===== src/rtl/curve_regbank.sv =====
// rtl/curve_regbank.sv - byte-addressed operand/result register bank and start/done sequencer for a wide crypto core
//
// Ports:
//   clk           system clock
//   reset         asynchronous active-low reset
//   subaddr       byte subaddress from the I2C slave
//   wr_data       write byte
//   wr_pulse      one-cycle write strobe
//   rd_data       registered read byte (mux of subaddr, 1-cycle latency)
//   rd_pulse      one-cycle strobe: byte consumed by the I2C master
//   core_operands NUM_IN input words, word i at [i*W +: W], little-endian bytes
//   core_start    one-cycle start pulse to the core
//   core_done     one-cycle completion pulse from the core
//   core_result   NUM_OUT result words, valid while core_done is high
//   done_int      level interrupt, done & irq_en registered

module curve_regbank #(
  parameter int          WORD_BYTES     = 32,
  parameter int          NUM_IN         = 2,
  parameter int          NUM_OUT        = 1,
  parameter int          DONE_RTC       = 0,
  parameter int          TIMEOUT_CYCLES = 0,
  parameter logic [7:0]  VERSION        = 8'h21
) (
  input  logic                           clk,
  input  logic                           reset,
  input  logic [7:0]                     subaddr,
  input  logic [7:0]                     wr_data,
  input  logic                           wr_pulse,
  output logic [7:0]                     rd_data,
  input  logic                           rd_pulse,
  output logic [NUM_IN*8*WORD_BYTES-1:0]  core_operands,
  output logic                           core_start,
  input  logic                           core_done,
  input  logic [NUM_OUT*8*WORD_BYTES-1:0] core_result,
  output logic                           done_int
);

  localparam int IN_BYTES  = NUM_IN * WORD_BYTES;
  localparam int OUT_BYTES = NUM_OUT * WORD_BYTES;
  localparam int IN_AW     = (IN_BYTES > 1) ? $clog2(IN_BYTES) : 1;
  localparam int OUT_AW    = (OUT_BYTES > 1) ? $clog2(OUT_BYTES) : 1;
  localparam logic [8:0] IN_END  = 9'(IN_BYTES);
  localparam logic [8:0] OUT_END = 9'(IN_BYTES + OUT_BYTES);
  localparam int TW = (TIMEOUT_CYCLES > 0) ? $clog2(TIMEOUT_CYCLES + 1) : 1;
  // The counter starts at 0 on entry to RUN, so the edge that sees TO_LAST
  // is the TIMEOUT_CYCLES-th cycle of RUN.
  localparam logic [TW-1:0] TO_LAST = TW'((TIMEOUT_CYCLES > 0) ? TIMEOUT_CYCLES - 1 : 0);

  localparam logic [7:0] ADDR_CTRL    = 8'hF0;
  localparam logic [7:0] ADDR_STATUS  = 8'hF1;
  localparam logic [7:0] ADDR_VERSION = 8'hF2;

  // Operand and result windows must stay below the 0xF0 control block.
  if ((NUM_IN + NUM_OUT) * WORD_BYTES > 240) begin : g_param_check
    $error("curve_regbank: operand/result space overlaps the control registers");
  end

  typedef enum logic {S_IDLE, S_RUN} state_t;

  state_t          state;
  logic [7:0]      op_mem  [IN_BYTES];
  logic [7:0]      res_mem [OUT_BYTES];
  logic            irq_en;
  logic            done;
  logic            err;
  logic [TW-1:0]   to_cnt;

  logic              in_sel, out_sel, running;
  logic              wr_in, wr_ctrl, wr_stat, start_req, rtc_clr;
  logic              timeout_hit, count_en;
  logic              done_set, err_set, done_clr, err_clr;
  logic [IN_AW-1:0]  in_idx;
  logic [OUT_AW-1:0] res_idx;
  logic [7:0]        rd_next;

  for (genvar b = 0; b < IN_BYTES; b++) begin : g_ops
    assign core_operands[b*8 +: 8] = op_mem[b];
  end

  always_comb begin
    running     = (state == S_RUN);
    in_sel      = ({1'b0, subaddr} < IN_END);
    out_sel     = !in_sel && ({1'b0, subaddr} < OUT_END);
    in_idx      = subaddr[IN_AW-1:0];
    res_idx     = OUT_AW'(subaddr - 8'(IN_BYTES));
    wr_in       = wr_pulse && in_sel;
    wr_ctrl     = wr_pulse && (subaddr == ADDR_CTRL);
    wr_stat     = wr_pulse && (subaddr == ADDR_STATUS);
    start_req   = wr_ctrl && wr_data[0];
    rtc_clr     = (DONE_RTC != 0) && rd_pulse && (subaddr == ADDR_STATUS);
    // A completion in the same cycle as the watchdog expiring counts as done.
    timeout_hit = (TIMEOUT_CYCLES > 0) && running && !core_done && (to_cnt == TO_LAST);
    count_en    = (TIMEOUT_CYCLES > 0) && running && !core_done && !timeout_hit;
    done_set    = running && core_done;
    // Operand writes and restarts while busy are dropped and flagged.
    err_set     = (running && (wr_in || start_req)) || timeout_hit;
    done_clr    = (wr_stat && wr_data[1]) || rtc_clr;
    err_clr     = (wr_stat && wr_data[2]) || rtc_clr;

    rd_next = 8'h00;
    if (in_sel)
      rd_next = op_mem[in_idx];
    else if (out_sel)
      rd_next = res_mem[res_idx];
    else if (subaddr == ADDR_CTRL)
      rd_next = {6'b0, irq_en, 1'b0};
    else if (subaddr == ADDR_STATUS)
      rd_next = {5'b0, err, done, running};
    else if (subaddr == ADDR_VERSION)
      rd_next = VERSION;
  end

  always_ff @(posedge clk or negedge reset) begin
    if (!reset) begin
      state      <= S_IDLE;
      for (int b = 0; b < IN_BYTES; b++)  op_mem[b]  <= 8'h00;
      for (int b = 0; b < OUT_BYTES; b++) res_mem[b] <= 8'h00;
      irq_en     <= 1'b0;
      done       <= 1'b0;
      err        <= 1'b0;
      to_cnt     <= '0;
      rd_data    <= 8'h00;
      core_start <= 1'b0;
      done_int   <= 1'b0;
    end else begin
      core_start <= 1'b0;
      rd_data    <= rd_next;
      done_int   <= done & irq_en;
      // Hardware set takes priority over software clear.
      done       <= done_set | (done & ~done_clr);
      err        <= err_set | (err & ~err_clr);
      to_cnt     <= count_en ? to_cnt + 1'b1 : '0;
      if (wr_in && !running)
        op_mem[in_idx] <= wr_data;
      if (wr_ctrl)
        irq_en <= wr_data[1];
      case (state)
        S_IDLE: begin
          if (start_req) begin
            core_start <= 1'b1;
            state      <= S_RUN;
          end
        end
        S_RUN: begin
          if (core_done) begin
            for (int b = 0; b < OUT_BYTES; b++)
              res_mem[b] <= core_result[b*8 +: 8];
            state <= S_IDLE;
          end else if (timeout_hit) begin
            state <= S_IDLE;
          end
        end
        default: state <= S_IDLE;
      endcase
    end
  end

endmodule


===== config.mk =====
export PLATFORM = sky130hd
export DESIGN_NAME = curve_regbank
export DESIGN_NICKNAME = d
export VERILOG_FILES = /design/src/rtl/curve_regbank.sv
export SDC_FILE = /design/constraint.sdc
export NUM_CORES = 1
export LEC_CHECK = 0
export CAP_MARGIN = 5
export CORE_AREA = 2 2 309 311
export CTS_CLUSTER_DIAMETER = 200
export DETAILED_ROUTE_END_ITERATION = 16
export DIE_AREA = 0 0 311 313
export GPL_ROUTABILITY_DRIVEN = 0
export SYNTH_ARGS = -nofsm -noshare
export SYNTH_HDL_FRONTEND = slang
export SYNTH_SLANG_ARGS = --single-unit

===== constraint.sdc =====
create_clock -name clk -period 5 [get_ports clk]
set_input_delay 1.5 -clock clk [delete_from_list [all_inputs] [get_ports clk]]
set_output_delay 1.5 -clock clk [all_outputs]
set_load 0.1 [all_outputs]

==> results.tsv <==
stage	metric	value	unit
place	dpl cells	4264	
critical_path	Worst Path Required	5540	ps
grt	vias in the first global route	26000	
pwr	sw frac	0.311	
pwr	P_sw	5.25	mW
cts	worst-skew pair later-pin latency	670	ps
route	Detailed Routing Iterations Pass 1	5	
place	Buffers on Ports	797	
critical_path	CP endpoint kind	flip-flop	
cts	maximum clock insertion buffer count	3	
grt	first-pass GRT wire length	201	mm
finish	Reg area	0.0196	mm²
sta	RSZ-0062 raised after global routing	false	
critical_path	Worst Setup Path Type	in -> reg	
sta	worst-margin pin slew	1240	ps
finish	share of post-route cells with drive strength above 1	0.410	
sta	total negative setup slack	0	ps
pwr	combinational group share of total power	0.194	
pwr	Clk pwr share	0.402	
cts	hold_buf cts	0	
pwr	leakage	22.1	nW
sta	relative slew slack	0.173	
synthesis	Main synth FF type	dfrtp_1	
critical_path	arrival time worst endpoint	4480	ps
finish	area occupied by multi-input gates	0.0153	mm²
hold_path	worst hold path class	reg -> reg	
finish	most frequent cells in the layout	dfrtp_1, clkdlybuf4s50_1, mux2_2, mux4_2, clkbuf_16	
critical_path	Worst R2R Setup Slack	2420	ps
route	DRT iter0 DRCs	1748	
cts	clk slew on worst S/H paths	60	ps
critical_path	R2R cell count	5	
place	Post-DP Area	0.0453	mm²
hold_path	worst hold start	res_mem[112]	
critical_path	Max stage delay cell, worst path	nor2_2	
cts	H-Tree Depth	3	
die	IO Count	799	
route	drt total wl	141	mm
synthesis	mean post-synth cell area	15.6	µm²
sta	Max Fclk	254	MHz
route	drt wl/cell	31.8	µm
synthesis	synthesized area	0.0356	mm²
finish	fillers	7996	
die	row cnt	113	
finish	most common cell after layout, fill and taps aside	dfrtp_1	
pwr	PD cells	349	mW/mm²
die	Die ar.	0.0973	mm²
sta	Slew Viols, Final	0	
finish	post-layout util	0.514	
critical_path	Worst setup SP type	input port	
pwr	worst vdd ir	223	µV
critical_path	critical path peak fanout	8	
cts	CTS resizes	0	
finish	cell area after layout	0.0484	mm²
synthesis	Yosys cell types	51	
route	DRC viols	0	
synthesis	Mapped Cells	2275	
route	Vias	24600	
hold_path	hold depth	1	
critical_path	crit-path cells	clkdlybuf4s50_1 > or3b_2 > nor3_1 > buf_4 > nand3_2 > nor2_2 > mux2_2	
grt	gr usage total	0.287	
cts	post-CTS setup buffers	0	
sta	final hold violations	0	
run_status	status	finished, final reports clean	
synthesis	yosys warns	0	
critical_path	worst reg2reg endpoint	core_operands[473]	
die	die span in x	311	µm
synthesis	Post-synth EDFFs	0	
route	Detail Route Antenna Nets	0	
finish	P&R area growth vs syn	35.9	%
sta	post-route minimum period	3940	ps
synthesis	share of flip-flops with an asynchronous set or reset	1.00	
grt	initial antenna violation count	18	
place	detailed placer's ending HPWL	105	mm
die	Starting Density	0.378	
cts	clock root buffer	clkbuf_16	
synthesis	register bit total from synthesis	782	
hold_path	hold path endpoint	res_mem[112]	
run	max-capacitance violation count	0	
synthesis	syn nets	2552	
die	Chip Height	313	µm
critical_path	R2R Path Start	running	
critical_path	CP max stage delay	690	ps
route	number of vias per cell	5.57	
pwr	sequential cell fraction of total power	0.404	
cts	cts bufs inserted	87	
sta	Tcrit/Tclk final	0.787	
sta	final setup vio count	0	
finish	Post-Layout Cell Count	4425	
synthesis	sequential area share after synthesis	0.550	
grt	GR Overflow Total	0	
sta	Clock Skew	22.5	ps
pwr	Int Pwr	11.6	mW
grt	largest net degree at the start of global routing	106	
finish	nets	3365	
pwr	Pwr Total	16.9	mW
cts	TritonCTS clock tree	yes	
die	area of the core	0.0942	mm²
cts	Clock Sinks	782	
==> state kept, by name, indices dropped and copies added (netlist names) <==
| register | cells |
|---|---|
| res_mem | 256 |
| irq_en | 1 |
| done_int | 1 |
| core_operands | 512 |
| core_start | 1 |
| running | 1 |
| err | 1 |
| rd_data | 8 |
| done | 1 |
==> worst max path at each step <==
stage                     startpoint                 end  slack (ps)  cells after the start
final                       wr_pulse  core_operands[473]        1060                      7
after global routing        wr_pulse  core_operands[351]        1000                      7
after CTS                   wr_pulse  core_operands[473]        1110                      7
after detailed placement    wr_pulse  core_operands[473]         400                      7
after global placement    subaddr[0]          rd_data[0]         460                      8
after floorplan           subaddr[0]   core_operands[92]        1430                      8
==> critical path: cells and delay by family <==
family,cells,cell delay [ps]
mux,1,410
buf+inv,2,760
simple gates,4,1790
==> kinds of logic (layout without fill, tap and decap cells) <==
family	after synthesis	in the layout	share of synthesized area
compound gates	97	97	0.0183
simple gates	226	226	0.0347
buf+inv	162	1044	0.0194
other cells	0	3	0
flops	782	782	0.550
mux	1008	1008	0.378
==> metrics by stage <==
stage	hold slack, ps	worst slack, ps
after global placement	481	456
after floorplan	458	1430
after CTS	502	1110
final	502	1060
after detailed placement	488	402
after global routing	515	999
==> cells in the mapped netlist, types with 15 or more instances <==
cell type	number	area share
dfrtp_1	782	0.55
buf_2	35	0.0049
nor2_2	35	0.0062
nand2_2	35	0.0062
mux2_2	773	0.24
nor2_1	22	0.0023
o22ai_1	18	0.0032
clkbuf_1	101	0.011
a21oi_1	21	0.0030
mux2i_1	40	0.011
mux4_2	190	0.12
nor3_1	15	0.0021
nand2_1	50	0.0053
==> power groups by stage <==
stage / Sequential (mW) / Combinational, mW / Clock [mW]
floorplan: 8.33 / 0.635 / 0
global placement: 6.90 / 3.27 / 0
detailed placement: 6.92 / 3.29 / 0
CTS: 6.80 / 3.30 / 6.93
global route: 6.83 / 3.38 / 7.19
finish: 6.81 / 3.27 / 6.79
==> routing by layer <==
| layer | vias to the layer above | global-route usage | wire length (µm) |
|---|---|---|---|
| met2 | 998 | 0.481 | 69400 |
| met1 | 13200 | 0.359 | 56300 |
| met5 | - | 0 | 213 |
| met4 | 32 | 0.0943 | 4890 |
| li1 | 10200 | - | - |
| met3 | 219 | 0.0808 | 10100 |
==> area by class of cell <==
cell class,instances,share of cell area
Sequential cell,782,0.405
Clock inverter,39,0.00944
Inverter,3,0.000233
Timing Repair Buffer,883,0.183
Tap cell,1265,0.0327
Clock buffer,119,0.0532
Antenna cell,3,0.000155
Multi-Input combinational cell,1331,0.317
Power figures use the tool's default switching activity.
